File: config.mk
export PLATFORM = sky130hd
export DESIGN_NAME = matrix_layer_scheduler_flat
export DESIGN_NICKNAME = d
export VERILOG_FILES = /design/src/rtl/matrix_layer_scheduler_pkg.sv /design/src/rtl/matrix_layer_scheduler_if.sv /design/src/rtl/matrix_layer_scheduler_row_output_register.sv /design/src/rtl/matrix_layer_scheduler.sv /design/src/flat_wrapper.sv
export SDC_FILE = /design/constraint.sdc
export NUM_CORES = 1
export LEC_CHECK = 0
export BUFFER_PORTS_ARGS = -buffer_cell sky130_fd_sc_hd__clkbuf_2
export CORE_AREA = 5 5 192 194
export CTS_BUF_LIST = sky130_fd_sc_hd__clkbuf_4
export CTS_CLUSTER_DIAMETER = 30
export DETAILED_ROUTE_END_ITERATION = 6
export DIE_AREA = 0 0 197 199
export GPL_TIMING_DRIVEN = 0
export HOLD_SLACK_MARGIN = 0.06
export PLACE_DENSITY = 0.73
export SYNTH_ARGS = -nofsm -noshare
export SYNTH_HDL_FRONTEND = slang
export SYNTH_SLANG_ARGS = --single-unit
File: constraint.sdc
create_clock -name clk -period 5.7 [get_ports clk]
set_clock_uncertainty 0.2 [all_clocks]
set_input_delay 0.285 -clock clk [delete_from_list [all_inputs] [get_ports clk]]
set_output_delay 0.285 -clock clk [all_outputs]
set_load 0.03 [all_outputs]
File: src/rtl/matrix_layer_scheduler_pkg.sv
// Shared types and constants for the matrix layer scheduler.
package matrix_scheduler_pkg;

    localparam int SIZE      = 3;
    localparam int DATA_SIZE = 16;
    localparam int MAX_LAYER = 5;
    localparam int ROW_W     = SIZE * DATA_SIZE;

    localparam logic [31:0] SIZE_U      = 32'(SIZE);
    localparam logic [31:0] MAX_LAYER_U = 32'(MAX_LAYER);

    typedef enum logic [1:0] {
        IDLE   = 2'd0,
        STREAM = 2'd1,
        FLUSH  = 2'd2
    } sched_state_e;

    // Next index with wrap to zero at limit; a zero result means the index wrapped.
    function automatic logic [31:0] wrap_inc(input logic [31:0] idx, input logic [31:0] limit);
        return (idx == limit - 32'd1) ? 32'd0 : idx + 32'd1;
    endfunction

endpackage

File: src/rtl/matrix_layer_scheduler_if.sv
// Loader, storage and row-stream signals of the scheduler grouped as one bus.
interface matrix_layer_scheduler_if;
    import matrix_scheduler_pkg::*;

    logic             load_valid;
    logic             load_ready;
    logic [ROW_W-1:0] load_data;
    logic [31:0]      load_layer_index;
    logic [31:0]      load_row_index;

    logic [ROW_W-1:0] storage_write_data;
    logic [31:0]      storage_write_layer_index;
    logic [31:0]      storage_write_row_index;
    logic             storage_is_write;
    logic [31:0]      storage_read_layer_index;
    logic [31:0]      storage_read_row_index;
    logic             storage_is_read;
    logic [ROW_W-1:0] storage_read_data;

    logic             row_valid;
    logic             row_ready;
    logic [ROW_W-1:0] row_data;
    logic [31:0]      row_layer;
    logic [31:0]      row_row;
    logic             row_last;
    logic             row_final;

    modport master (
        input  load_valid, load_data, load_layer_index, load_row_index,
        output load_ready,
        output storage_write_data, storage_write_layer_index, storage_write_row_index,
        output storage_is_write, storage_read_layer_index, storage_read_row_index,
        output storage_is_read,
        input  storage_read_data,
        output row_valid, row_data, row_layer, row_row, row_last, row_final,
        input  row_ready
    );

    modport slave (
        output load_valid, load_data, load_layer_index, load_row_index,
        input  load_ready,
        input  storage_write_data, storage_write_layer_index, storage_write_row_index,
        input  storage_is_write, storage_read_layer_index, storage_read_row_index,
        input  storage_is_read,
        output storage_read_data,
        input  row_valid, row_data, row_layer, row_row, row_last, row_final,
        output row_ready
    );

endinterface

File: src/rtl/matrix_layer_scheduler_row_output_register.sv
// One-entry valid/ready holding register for a row beat and its tags.
module row_output_register
    import matrix_scheduler_pkg::*;
(
    input  logic             clk,
    input  logic             reset_n,
    input  logic             clear,
    input  logic             load,
    input  logic [ROW_W-1:0] in_data,
    input  logic [31:0]      in_layer,
    input  logic [31:0]      in_row,
    input  logic             in_last,
    input  logic             in_final,
    input  logic             ready,
    output logic             capture_enable,
    output logic             valid,
    output logic [ROW_W-1:0] data,
    output logic [31:0]      layer,
    output logic [31:0]      row,
    output logic             last,
    output logic             final_row
);

    logic             valid_q, valid_d;
    logic [ROW_W-1:0] data_q, data_d;
    logic [31:0]      layer_q, layer_d, row_q, row_d;
    logic             last_q, last_d, final_q, final_d;

    assign capture_enable = !valid_q || ready;

    // Refill when the slot is free or draining; otherwise hold contents for the consumer.
    always_comb begin
        valid_d = valid_q;
        data_d  = data_q;
        layer_d = layer_q;
        row_d   = row_q;
        last_d  = last_q;
        final_d = final_q;
        if (clear) begin
            valid_d = 1'b0;
        end else if (load && capture_enable) begin
            valid_d = 1'b1;
            data_d  = in_data;
            layer_d = in_layer;
            row_d   = in_row;
            last_d  = in_last;
            final_d = in_final;
        end else if (valid_q && ready) begin
            valid_d = 1'b0;
        end
    end

    // Holding register state.
    always_ff @(posedge clk or negedge reset_n) begin
        if (!reset_n) begin
            valid_q <= 1'b0;
            data_q  <= '0;
            layer_q <= '0;
            row_q   <= '0;
            last_q  <= 1'b0;
            final_q <= 1'b0;
        end else begin
            valid_q <= valid_d;
            data_q  <= data_d;
            layer_q <= layer_d;
            row_q   <= row_d;
            last_q  <= last_d;
            final_q <= final_d;
        end
    end

    assign valid     = valid_q;
    assign data      = data_q;
    assign layer     = layer_q;
    assign row       = row_q;
    assign last      = last_q;
    assign final_row = final_q;

endmodule

File: src/rtl/matrix_layer_scheduler.sv
// Streams stored weight rows layer by layer and arbitrates the storage write port.
//
//   state  | meaning
//   IDLE   | loader owns the write port; waits for start
//   STREAM | reading storage and capturing one row per free output slot
//   FLUSH  | final row captured; waiting for its handshake
module matrix_layer_scheduler
    import matrix_scheduler_pkg::*;
(
    input  logic        clk,
    input  logic        reset_n,
    input  logic        start,
    input  logic        abort,
    input  logic [31:0] layer_count,
    output logic        busy,
    output logic        done,
    output logic        config_error,
    matrix_layer_scheduler_if.master bus
);

    sched_state_e state_q, state_d;
    logic [31:0]  rd_layer_q, rd_layer_d, rd_row_q, rd_row_d, eff_q, eff_d;
    logic         armed_q, armed_d;
    logic         done_q, done_d, cfg_err_q, cfg_err_d, load_ready_q, load_ready_d;
    logic         capture, cap_en, cap_last, cap_final, load_ok, load_in_range;

    // Storage needs one settled cycle at row 0 before the first capture, hence armed.
    assign cap_last      = (rd_row_q == SIZE_U - 32'd1);
    assign cap_final     = cap_last && (rd_layer_q == eff_q - 32'd1);
    assign load_ok       = bus.load_valid && load_ready_q;
    assign load_in_range = (bus.load_layer_index < MAX_LAYER_U) && (bus.load_row_index < SIZE_U);

    assign bus.storage_write_data        = bus.load_data;
    assign bus.storage_write_layer_index = bus.load_layer_index;
    assign bus.storage_write_row_index   = bus.load_row_index;
    assign bus.storage_is_write          = load_ok && load_in_range;
    assign bus.storage_read_layer_index  = rd_layer_q;
    assign bus.storage_read_row_index    = rd_row_q;
    assign bus.storage_is_read           = (state_q == STREAM);
    assign bus.load_ready                = load_ready_q;

    assign busy         = (state_q != IDLE);
    assign done         = done_q;
    assign config_error = cfg_err_q;

    // Next-state, read-index advance and status flag logic.
    always_comb begin
        state_d    = state_q;
        rd_layer_d = rd_layer_q;
        rd_row_d   = rd_row_q;
        eff_d      = eff_q;
        armed_d    = armed_q;
        done_d     = 1'b0;
        cfg_err_d  = cfg_err_q;
        capture    = 1'b0;
        if (abort) begin
            state_d    = IDLE;
            rd_layer_d = '0;
            rd_row_d   = '0;
            armed_d    = 1'b0;
        end else begin
            unique case (state_q)
                IDLE: begin
                    if (start) begin
                        cfg_err_d = 1'b0;
                        if (layer_count == 32'd0) begin
                            done_d = 1'b1;
                        end else begin
                            state_d    = STREAM;
                            rd_layer_d = '0;
                            rd_row_d   = '0;
                            armed_d    = 1'b0;
                            if (layer_count > MAX_LAYER_U) begin
                                eff_d     = MAX_LAYER_U;
                                cfg_err_d = 1'b1;
                            end else begin
                                eff_d = layer_count;
                            end
                        end
                    end
                end
                STREAM: begin
                    armed_d = 1'b1;
                    if (armed_q && cap_en) begin
                        capture  = 1'b1;
                        rd_row_d = wrap_inc(rd_row_q, SIZE_U);
                        if (rd_row_d == 32'd0) begin
                            rd_layer_d = rd_layer_q + 32'd1;
                        end
                        if (cap_final) begin
                            state_d    = FLUSH;
                            rd_layer_d = '0;
                            rd_row_d   = '0;
                            armed_d    = 1'b0;
                        end
                    end
                end
                FLUSH: begin
                    if (bus.row_valid && bus.row_ready) begin
                        state_d = IDLE;
                        done_d  = 1'b1;
                    end
                end
                default: state_d = IDLE;
            endcase
        end
        if (load_ok && !load_in_range) begin
            cfg_err_d = 1'b1;
        end
    end

    assign load_ready_d = (state_d == IDLE);

    // Scheduler state and registered status outputs.
    always_ff @(posedge clk or negedge reset_n) begin
        if (!reset_n) begin
            state_q      <= IDLE;
            rd_layer_q   <= '0;
            rd_row_q     <= '0;
            eff_q        <= '0;
            armed_q      <= 1'b0;
            done_q       <= 1'b0;
            cfg_err_q    <= 1'b0;
            load_ready_q <= 1'b0;
        end else begin
            state_q      <= state_d;
            rd_layer_q   <= rd_layer_d;
            rd_row_q     <= rd_row_d;
            eff_q        <= eff_d;
            armed_q      <= armed_d;
            done_q       <= done_d;
            cfg_err_q    <= cfg_err_d;
            load_ready_q <= load_ready_d;
        end
    end

    row_output_register u_row_out (
        .clk            (clk),
        .reset_n        (reset_n),
        .clear          (abort),
        .load           (capture),
        .in_data        (bus.storage_read_data),
        .in_layer       (rd_layer_q),
        .in_row         (rd_row_q),
        .in_last        (cap_last),
        .in_final       (cap_final),
        .ready          (bus.row_ready),
        .capture_enable (cap_en),
        .valid          (bus.row_valid),
        .data           (bus.row_data),
        .layer          (bus.row_layer),
        .row            (bus.row_row),
        .last           (bus.row_last),
        .final_row      (bus.row_final)
    );

endmodule

File: src/flat_wrapper.sv
// flat-port wrapper written by rule: the top's interface ports become plain ports
module matrix_layer_scheduler_flat import matrix_scheduler_pkg::*;
  (clk, reset_n, start, abort, layer_count, busy, done, config_error, bus_load_valid, bus_load_data, bus_load_layer_index, bus_load_row_index, bus_load_ready, bus_storage_write_data, bus_storage_write_layer_index, bus_storage_write_row_index, bus_storage_is_write, bus_storage_read_layer_index, bus_storage_read_row_index, bus_storage_is_read, bus_storage_read_data, bus_row_valid, bus_row_data, bus_row_layer, bus_row_row, bus_row_last, bus_row_final, bus_row_ready);
  matrix_layer_scheduler_if bus_i ();
  input  logic clk;
  input  logic reset_n;
  input  logic start;
  input  logic abort;
  input  logic [31:0] layer_count;
  output logic busy;
  output logic done;
  output logic config_error;
  input wire logic [$bits(bus_i.load_valid)-1:0] bus_load_valid;
  input wire logic [$bits(bus_i.load_data)-1:0] bus_load_data;
  input wire logic [$bits(bus_i.load_layer_index)-1:0] bus_load_layer_index;
  input wire logic [$bits(bus_i.load_row_index)-1:0] bus_load_row_index;
  output wire logic [$bits(bus_i.load_ready)-1:0] bus_load_ready;
  output wire logic [$bits(bus_i.storage_write_data)-1:0] bus_storage_write_data;
  output wire logic [$bits(bus_i.storage_write_layer_index)-1:0] bus_storage_write_layer_index;
  output wire logic [$bits(bus_i.storage_write_row_index)-1:0] bus_storage_write_row_index;
  output wire logic [$bits(bus_i.storage_is_write)-1:0] bus_storage_is_write;
  output wire logic [$bits(bus_i.storage_read_layer_index)-1:0] bus_storage_read_layer_index;
  output wire logic [$bits(bus_i.storage_read_row_index)-1:0] bus_storage_read_row_index;
  output wire logic [$bits(bus_i.storage_is_read)-1:0] bus_storage_is_read;
  input wire logic [$bits(bus_i.storage_read_data)-1:0] bus_storage_read_data;
  output wire logic [$bits(bus_i.row_valid)-1:0] bus_row_valid;
  output wire logic [$bits(bus_i.row_data)-1:0] bus_row_data;
  output wire logic [$bits(bus_i.row_layer)-1:0] bus_row_layer;
  output wire logic [$bits(bus_i.row_row)-1:0] bus_row_row;
  output wire logic [$bits(bus_i.row_last)-1:0] bus_row_last;
  output wire logic [$bits(bus_i.row_final)-1:0] bus_row_final;
  input wire logic [$bits(bus_i.row_ready)-1:0] bus_row_ready;
  assign bus_i.load_valid = bus_load_valid;
  assign bus_i.load_data = bus_load_data;
  assign bus_i.load_layer_index = bus_load_layer_index;
  assign bus_i.load_row_index = bus_load_row_index;
  assign bus_load_ready = bus_i.load_ready;
  assign bus_storage_write_data = bus_i.storage_write_data;
  assign bus_storage_write_layer_index = bus_i.storage_write_layer_index;
  assign bus_storage_write_row_index = bus_i.storage_write_row_index;
  assign bus_storage_is_write = bus_i.storage_is_write;
  assign bus_storage_read_layer_index = bus_i.storage_read_layer_index;
  assign bus_storage_read_row_index = bus_i.storage_read_row_index;
  assign bus_storage_is_read = bus_i.storage_is_read;
  assign bus_i.storage_read_data = bus_storage_read_data;
  assign bus_row_valid = bus_i.row_valid;
  assign bus_row_data = bus_i.row_data;
  assign bus_row_layer = bus_i.row_layer;
  assign bus_row_row = bus_i.row_row;
  assign bus_row_last = bus_i.row_last;
  assign bus_row_final = bus_i.row_final;
  assign bus_i.row_ready = bus_row_ready;
  matrix_layer_scheduler u_core (.clk(clk), .reset_n(reset_n), .start(start), .abort(abort), .layer_count(layer_count), .busy(busy), .done(done), .config_error(config_error), .bus(bus_i));
endmodule
# Word-level counts from Yosys, hierarchy flattened
# Cells that the tools add are included.
[op_classes]
n_eq_ne = 9
add_sub_neg = 3
magnitude_cmp = 3
bitwise = 2
n_reduce_logical = 26
muxes = 43
[ops]
columns = ["op", "n"]
rows = [
  ["$mux W32", 11],
  ["$pmux W32 S2", 2],
  ["$add A32 B1 Y32 const B", 2],
  ["$logic_not A32 Y1", 2],
  ["$eq A32 B2 Y1 const B", 1],
  ["$eq A32 B32 Y1", 1],
  ["$gt A32 B3 Y1 const B", 1],
  ["$lt A32 B2 Y1 const B", 1],
  ["$lt A32 B3 Y1 const B", 1],
  ["$sub A32 B1 Y32 const B", 1],
  ["$mux W1", 21],
  ["$mux W2", 6],
  ["$logic_and A1 B1 Y1", 8],
  ["$reduce_and A4 Y1", 2],
  ["$ne A3 B3 Y1 const B", 2],
  ["$pmux W2 S3", 1],
  ["$reduce_and A3 Y1", 2],
  ["$reduce_bool A2 Y1", 3],
  ["$reduce_bool A3 Y1", 2],
  ["$reduce_and A5 Y1", 1],
  ["$logic_not A2 Y1", 2],
  ["$ne A4 B2 Y1 const B", 1],
  ["$pmux W1 S2", 2],
  ["$ne A3 B2 Y1 const B", 1],
  ["7 further kinds", 9],
]
[totals]
word_cells = 100
register_bits = 217
output_inout_bits = 297

# Depth between registers and ports, before layout
[logic_depth]
word_depth = 9
mapped_depth = 14
depth_no_buf = 11

# Cells and area by module
# A second synthesis with hierarchy kept.
[unflattened]
cells_unflattened = 1256
area_unflattened_um2 = 12564.6
[by_module_without_submodules]
columns = ["module", "cells_each", "seq_area_each_um2", "area_per_inst_um2", "n_inst"]
rows = [
  ["matrix_layer_scheduler", 1010, 2552.4, 8264.2, 1],
  ["row_output_register", 246, 2877.8, 4300.4, 1],
]

# Worst setup path after synthesis
# Ideal clock, no wire load.
[synth_path]
path_type = "reg2reg"
start = "register u_core.rd_row_q[1], in the netlist u_core.bus.storage_read_row_index[1]"
end = "register u_core.rd_layer_q[8], in the netlist u_core.bus.storage_read_layer_index[8]"
required_ns = 5.424
path_slack_ns = 1.745
setup_time_ns = 0.076
path_stages_with_launch = 11
arrival_ns = 3.679
period_less_slack_ns = 3.955
cell_sequence = "dfrtp_1 > ha_1 > nand3_1 > or4_1 > o21ai_1 > o311ai_1 > or4b_1 > nor4_2 > nand4_1 > or4b_1 > o21ai_1"
[synth_via]
elab_chain_len = 6
word_cells_on_any_way = 11
cone_classes = "add/sub: 1; eq/ne: 2; mux: 5; reduce/logical: 3"
[synth_lines]
columns = ["item", "line_no", "rtl"]
rows = [
  ["start, declared", "matrix_layer_scheduler.sv:22", "logic [31:0] rd_layer_q, rd_layer_d, rd_row_q, rd_row_d, eff_q, eff_d;"],
  ["start signal, assigned", "matrix_layer_scheduler.sv:128", "rd_row_q <= rd_row_d;"],
  ["branches (longest 6 deep; another with $add A32 B1 Y32)", "--", ""],
  ["end signal, assigned", "matrix_layer_scheduler.sv:127", "rd_layer_q <= rd_layer_d;"],
  ["end, declared", "matrix_layer_scheduler.sv:22", ""],
]
# Several ways; the timed one is not identified. The select of a mux whose other input is x is not followed.
# A chain may end at the register's enable or synchronous reset.

# Worst setup path after layout
[layout_path]
start = "register u_core.rd_row_q[10], in the netlist u_core.bus.storage_read_row_index[10]"
end = "register u_core.rd_layer_q[26], in the netlist u_core.bus.storage_read_layer_index[26]"
# The elaborated chain is that of the path after synthesis.

==> impl.org <==
** Min path
- Worst hold-check path type :: in -> reg
- WHS Path Cells :: 4
- Hold Path End :: u_core.u_row_out.data[36]
- Origin of the worst min-delay path :: bus_storage_read_data[36]

** Final layout
- Layout net count :: between 2,000 and 2,500
- The finished layout holds 2,590 standard cells, fillers aside.
- Commonest non-fill, non-tap cell in the layout :: sky130_fd_sc_hd__clkbuf_2
- The area growth from synthesis to layout is 35.2%.
- In the layout the commonest cells are sky130_fd_sc_hd__clkbuf_2 (445), sky130_fd_sc_hd__nand2_1 (395), sky130_fd_sc_hd__dfrtp_1 (217).
- Of the cells placed in the final design, the portion with a size suffix greater than 1 is roughly 33%.
- Antenna diode count :: 0

** Yosys
- Counting every instance in the synthesized netlist gives about 1,500.
- Number of distinct library cell variants in the gate-level netlist after synthesis :: 81
- The number of nets in the synthesized netlist is roughly 1,700.
- Proportion of synthesized chip area in sequential cells :: 43.5%
- For this run, the number of Yosys warnings is 0.
- In the synthesized netlist the async set-or-reset flop fraction comes to 100%.
- Register bit count reported by yosys :: between 200 and 250
- Each instance of the synthesized netlist takes up on average around 8.3 um2.
- Post-synthesis instance area :: 12,500 um2
- The most used flip-flop cell after synthesis is sky130_fd_sc_hd__dfrtp_1.
- Number of flops mapped to enable cells by yosys :: 0

** Clock tree
- CTS tree :: yes
- In this run, CTS created clock tree buffers numbering 66.
- TritonCTS sink count :: around 220
- No sink is reached through more buffers than the 3 on the longest clock path.
- Clock latency on the worst-skew pair, taken at its later pin, is 0.69 ns.
- Clock H-tree levels :: 3
- Clock-pin slew was measured on the worst setup and hold paths at approximately 0.060 ns.
- The tree is rooted in a sky130_fd_sc_hd__clkbuf_4.
- Count of cells resized by post-cts repair :: 0

** Worst setup path
- By startpoint and endpoint, the worst setup path is classified as reg -> reg.
- Startpoint kind of the worst setup timing path :: register
- Endpoint kind of the worst setup timing path :: register
- In this run the worst path has a maximum fanout of 10.
- Data required time at the worst endpoint :: just over 6 ns
- End of the worst register-to-register path :: u_core.bus.storage_read_layer_index[26]
- Across all register-to-register paths, the minimum setup slack is approximately 0.43 ns.
- For the worst flop-to-flop path, the logic depth is 12.
- In this run the critical register-to-register path is launched from u_core.bus.storage_read_row_index[10].
- WP data arrival :: roughly 5.6 ns

** Timing
- In this run the tightest slew margin relative to its limit is between 20 and 30%.
- Based on the critical path, the design can be clocked at up to ~0.19 GHz.
- Final-report hold violation count :: 0
- Minimum clock period :: 5.27 ns
- Post-Route Setup TNS :: 0 ns
- Share of the clock period used by the worst path :: 92.5%
- Hold_ws :: ~0.13 ns
- At the pin with the least slew margin, the transition time is 1.05 ns.
- Final setup vio count :: 0
- Count of pins over their slew limit :: 0
- Unrepaired setup endpoints after global routing :: false

** Flow run
- Number of max-cap violations :: 0

** Die
- After floorplanning, the core was sized to cover 35,100 um2.
- The die covers about 39,000 um2.
- The initialized floorplan defines a little under 70 standard-cell rows.
- The die is slightly below 200 um wide.
- Once the floorplan was initialized, standard cells occupied between 30% and 40% of the core.
- The die is roughly 200 um tall.
- Number of placed I/O pins :: slightly below 500

** Global route
- Vias in the first global route :: approximately 14,000
- The total overflow left after global routing is 0.
- Wire length of the first global-routing pass :: 75,700 um
- GRT Overall Usage :: between 20% and 30%
- Largest net degree at the start of global routing :: between 90 and 100
- The number of antenna violations at the first check in global routing is 0.

** Routing
- Post-detailed-route count of antenna-violating nets :: 0
- Using the TritonRoute via totals, the vias-per-cell ratio works out to around 5.3.
- Total Routed Length :: ~50,000 um
- DRT iter0 DRCs :: approximately 1,100
- DRC Markers :: 0
- Dividing the detail-routed wire length by the instance count gives approximately 19 um.
- The routed layout has 13,705 vias.
- First-pass iteration count of the detailed router :: 6

** Pwr
- Leakage power of the design :: slightly below 9 nW
- Summing internal, switching and leakage power gives 3.97 mW.
- In this run the power density over the cells is about 240 nW/um2.
- Worst IR Drop VDD :: between 0.00015 and 0.0002 V

** Outcome
- Result of the run :: complete, no violations

** Placement
- Once placement completed, the tool counted placed cells totaling about 2,400.
- Port-buffer cells :: roughly 450
- The wire-length estimate of the detail-placed layout is approximately 37,000 um.
- Routability-driven placement finished with a final weighted congestion of roughly 0.94.
==> timing repair <==
item / 4_1_cts / 5_1_grt
hold endpoints to repair: 277 / 0
hold buffers: 71 / 0
buffers inserted: 0 / 0
setup endpoints to repair: 0 / 0
==> cell families (layout without fill, tap and decap cells) <==
logic type      after synthesis  after routing  share of synthesized area (%)
fa+ha+maj                     4              4                          0.401
flops                       217            217                           43.5
mux                           6              6                          0.491
compound gates              217            217                           11.8
xor+xnor                     42             42                           3.06
buf+inv                     240            871                           10.9
simple gates                772            772                           29.9
==> Yosys cell counts, types with 4 or more instances <==
| cell | count | area share [%] |
|---|---|---|
| sky130_fd_sc_hd__xor2_1 | 23 | 1.6 |
| sky130_fd_sc_hd__clkbuf_1 | 82 | 2.5 |
| sky130_fd_sc_hd__a31oi_1 | 12 | 0.60 |
| sky130_fd_sc_hd__nand3_1 | 44 | 1.8 |
| sky130_fd_sc_hd__buf_2 | 12 | 0.48 |
| sky130_fd_sc_hd__o211ai_1 | 11 | 0.66 |
| sky130_fd_sc_hd__o21ai_0 | 61 | 2.4 |
| sky130_fd_sc_hd__xnor2_1 | 18 | 1.3 |
| sky130_fd_sc_hd__ha_1 | 4 | 0.40 |
| sky130_fd_sc_hd__nand4b_1 | 6 | 0.42 |
| sky130_fd_sc_hd__nor4b_1 | 6 | 0.42 |
| sky130_fd_sc_hd__or3_1 | 12 | 0.60 |
| sky130_fd_sc_hd__and3_1 | 22 | 1.1 |
| sky130_fd_sc_hd__o41ai_1 | 9 | 0.63 |
| sky130_fd_sc_hd__and4_1 | 7 | 0.49 |
| sky130_fd_sc_hd__o21ai_1 | 8 | 0.32 |
| sky130_fd_sc_hd__a21o_1 | 5 | 0.30 |
| sky130_fd_sc_hd__o31ai_1 | 29 | 1.7 |
| sky130_fd_sc_hd__dfrtp_1 | 217 | 43 |
| sky130_fd_sc_hd__buf_4 | 113 | 6.8 |
| sky130_fd_sc_hd__o221ai_1 | 8 | 0.56 |
| sky130_fd_sc_hd__o22ai_1 | 6 | 0.30 |
| sky130_fd_sc_hd__or4_1 | 15 | 0.90 |
| sky130_fd_sc_hd__nand3b_1 | 7 | 0.42 |
| sky130_fd_sc_hd__nand4_1 | 35 | 1.8 |
| sky130_fd_sc_hd__nor2_1 | 56 | 1.7 |
| sky130_fd_sc_hd__or2_2 | 5 | 0.25 |
| sky130_fd_sc_hd__nor3_1 | 39 | 1.6 |
| sky130_fd_sc_hd__nand2b_1 | 11 | 0.55 |
| sky130_fd_sc_hd__nand2_1 | 395 | 12 |
| sky130_fd_sc_hd__nor4_1 | 51 | 2.6 |
| sky130_fd_sc_hd__nor2b_1 | 34 | 1.7 |
| sky130_fd_sc_hd__mux2i_1 | 5 | 0.40 |
| sky130_fd_sc_hd__o31a_1 | 7 | 0.49 |
| sky130_fd_sc_hd__a21oi_1 | 21 | 0.84 |
| sky130_fd_sc_hd__and2_1 | 7 | 0.35 |
| sky130_fd_sc_hd__inv_1 | 28 | 0.84 |
==> layer usage <==
layer | vias to the layer above | global-route usage [%] | part of all wire (%)
met1 | 6533 | 28.7 | 37
met5 | - | 0 | 0
met3 | 128 | 5.62 | 8.9
met4 | 0 | 10.5 | 4.0
li1 | 6326 | - | -
met2 | 718 | 42.0 | 50
==> registers in the layout (all words and copies together) (netlist names) <==
signal and flops:
u_core.u_row_out.data 48, u_core.bus.load_ready 1, u_core.done 1, u_core.u_row_out.valid 1
u_core.u_row_out.final_row 1, u_core.state_q 2, u_core.armed_q 1, u_core.u_row_out.layer 32
u_core.bus.storage_read_row_index 32, u_core.config_error 1, u_core.u_row_out.last 1, u_core.u_row_out.row 32
u_core.eff_q 32, u_core.bus.storage_read_layer_index 32
==> stage by stage <==
step,util [%],worst slack (ns),instance area [um2]
after floorplan,-,1.74,12500
after global placement,43.6,-0.193,15300
after detailed placement,43.8,0.556,15400
after CTS,48.2,0.528,16900
after global routing,48.2,0.0660,16900
final,48.2,0.430,16900
==> where the power goes <==
group | switching, mW | internal, mW | leakage (nW) | total, mW
clock | 0.702 | 0.778 | 0.482 | 1.48
combinational | 0.535 | 0.265 | 5.32 | 0.799
sequential | 0.0606 | 1.63 | 2.95 | 1.69
total | 1.30 | 2.68 | 8.75 | 3.97
==> how the worst max path moves through the flow <==
| stage | startpoint | end | slack, ns |
|---|---|---|---|
| 6_report | u_core.bus.storage_read_row_index[10] | u_core.bus.storage_read_layer_index[26] | 0.43 |
| 5_1_grt | u_core.bus.storage_read_row_index[10] | u_core.bus.storage_read_layer_index[26] | 0.07 |
| 4_1_cts | u_core.bus.storage_read_row_index[3] | u_core.bus.storage_read_layer_index[30] | 0.53 |
| 3_5_place_dp | u_core.bus.storage_read_row_index[10] | u_core.bus.storage_read_layer_index[30] | 0.56 |
| 3_3_place_gp | reset_n | u_core.u_row_out.row[20] | -0.19 |
| 2_1_floorplan | u_core.bus.storage_read_row_index[1] | u_core.bus.storage_read_layer_index[8] | 1.74 |
==> layout make-up <==
class                      count  area [um2]
sequential                   217        5430
clock inverter                22         120
inverter                      28         105
fill                        3366       18200
buffer                       212        1250
multi-input combinational   1041        5700
clock buffer                  90         676
timing repair buffer         519        3020
tap                          461         577
==> critical path: stages (launching register included) <==
cell	delay, ns
sky130_fd_sc_hd__dfrtp_1	0.35
sky130_fd_sc_hd__clkbuf_1	0.35
sky130_fd_sc_hd__nand4_1	0.32
sky130_fd_sc_hd__nor4_1	0.70
sky130_fd_sc_hd__clkbuf_1	0.42
sky130_fd_sc_hd__and3_1	0.31
sky130_fd_sc_hd__a31oi_1	0.15
sky130_fd_sc_hd__or4_1	0.47
sky130_fd_sc_hd__nor4_1	0.81
sky130_fd_sc_hd__clkbuf_1	0.49
sky130_fd_sc_hd__nand2_1	0.24
sky130_fd_sc_hd__o221ai_1	0.20
sky130_fd_sc_hd__o31ai_1	0.10
No activity file was read; power rests on OpenSTA's default activity.
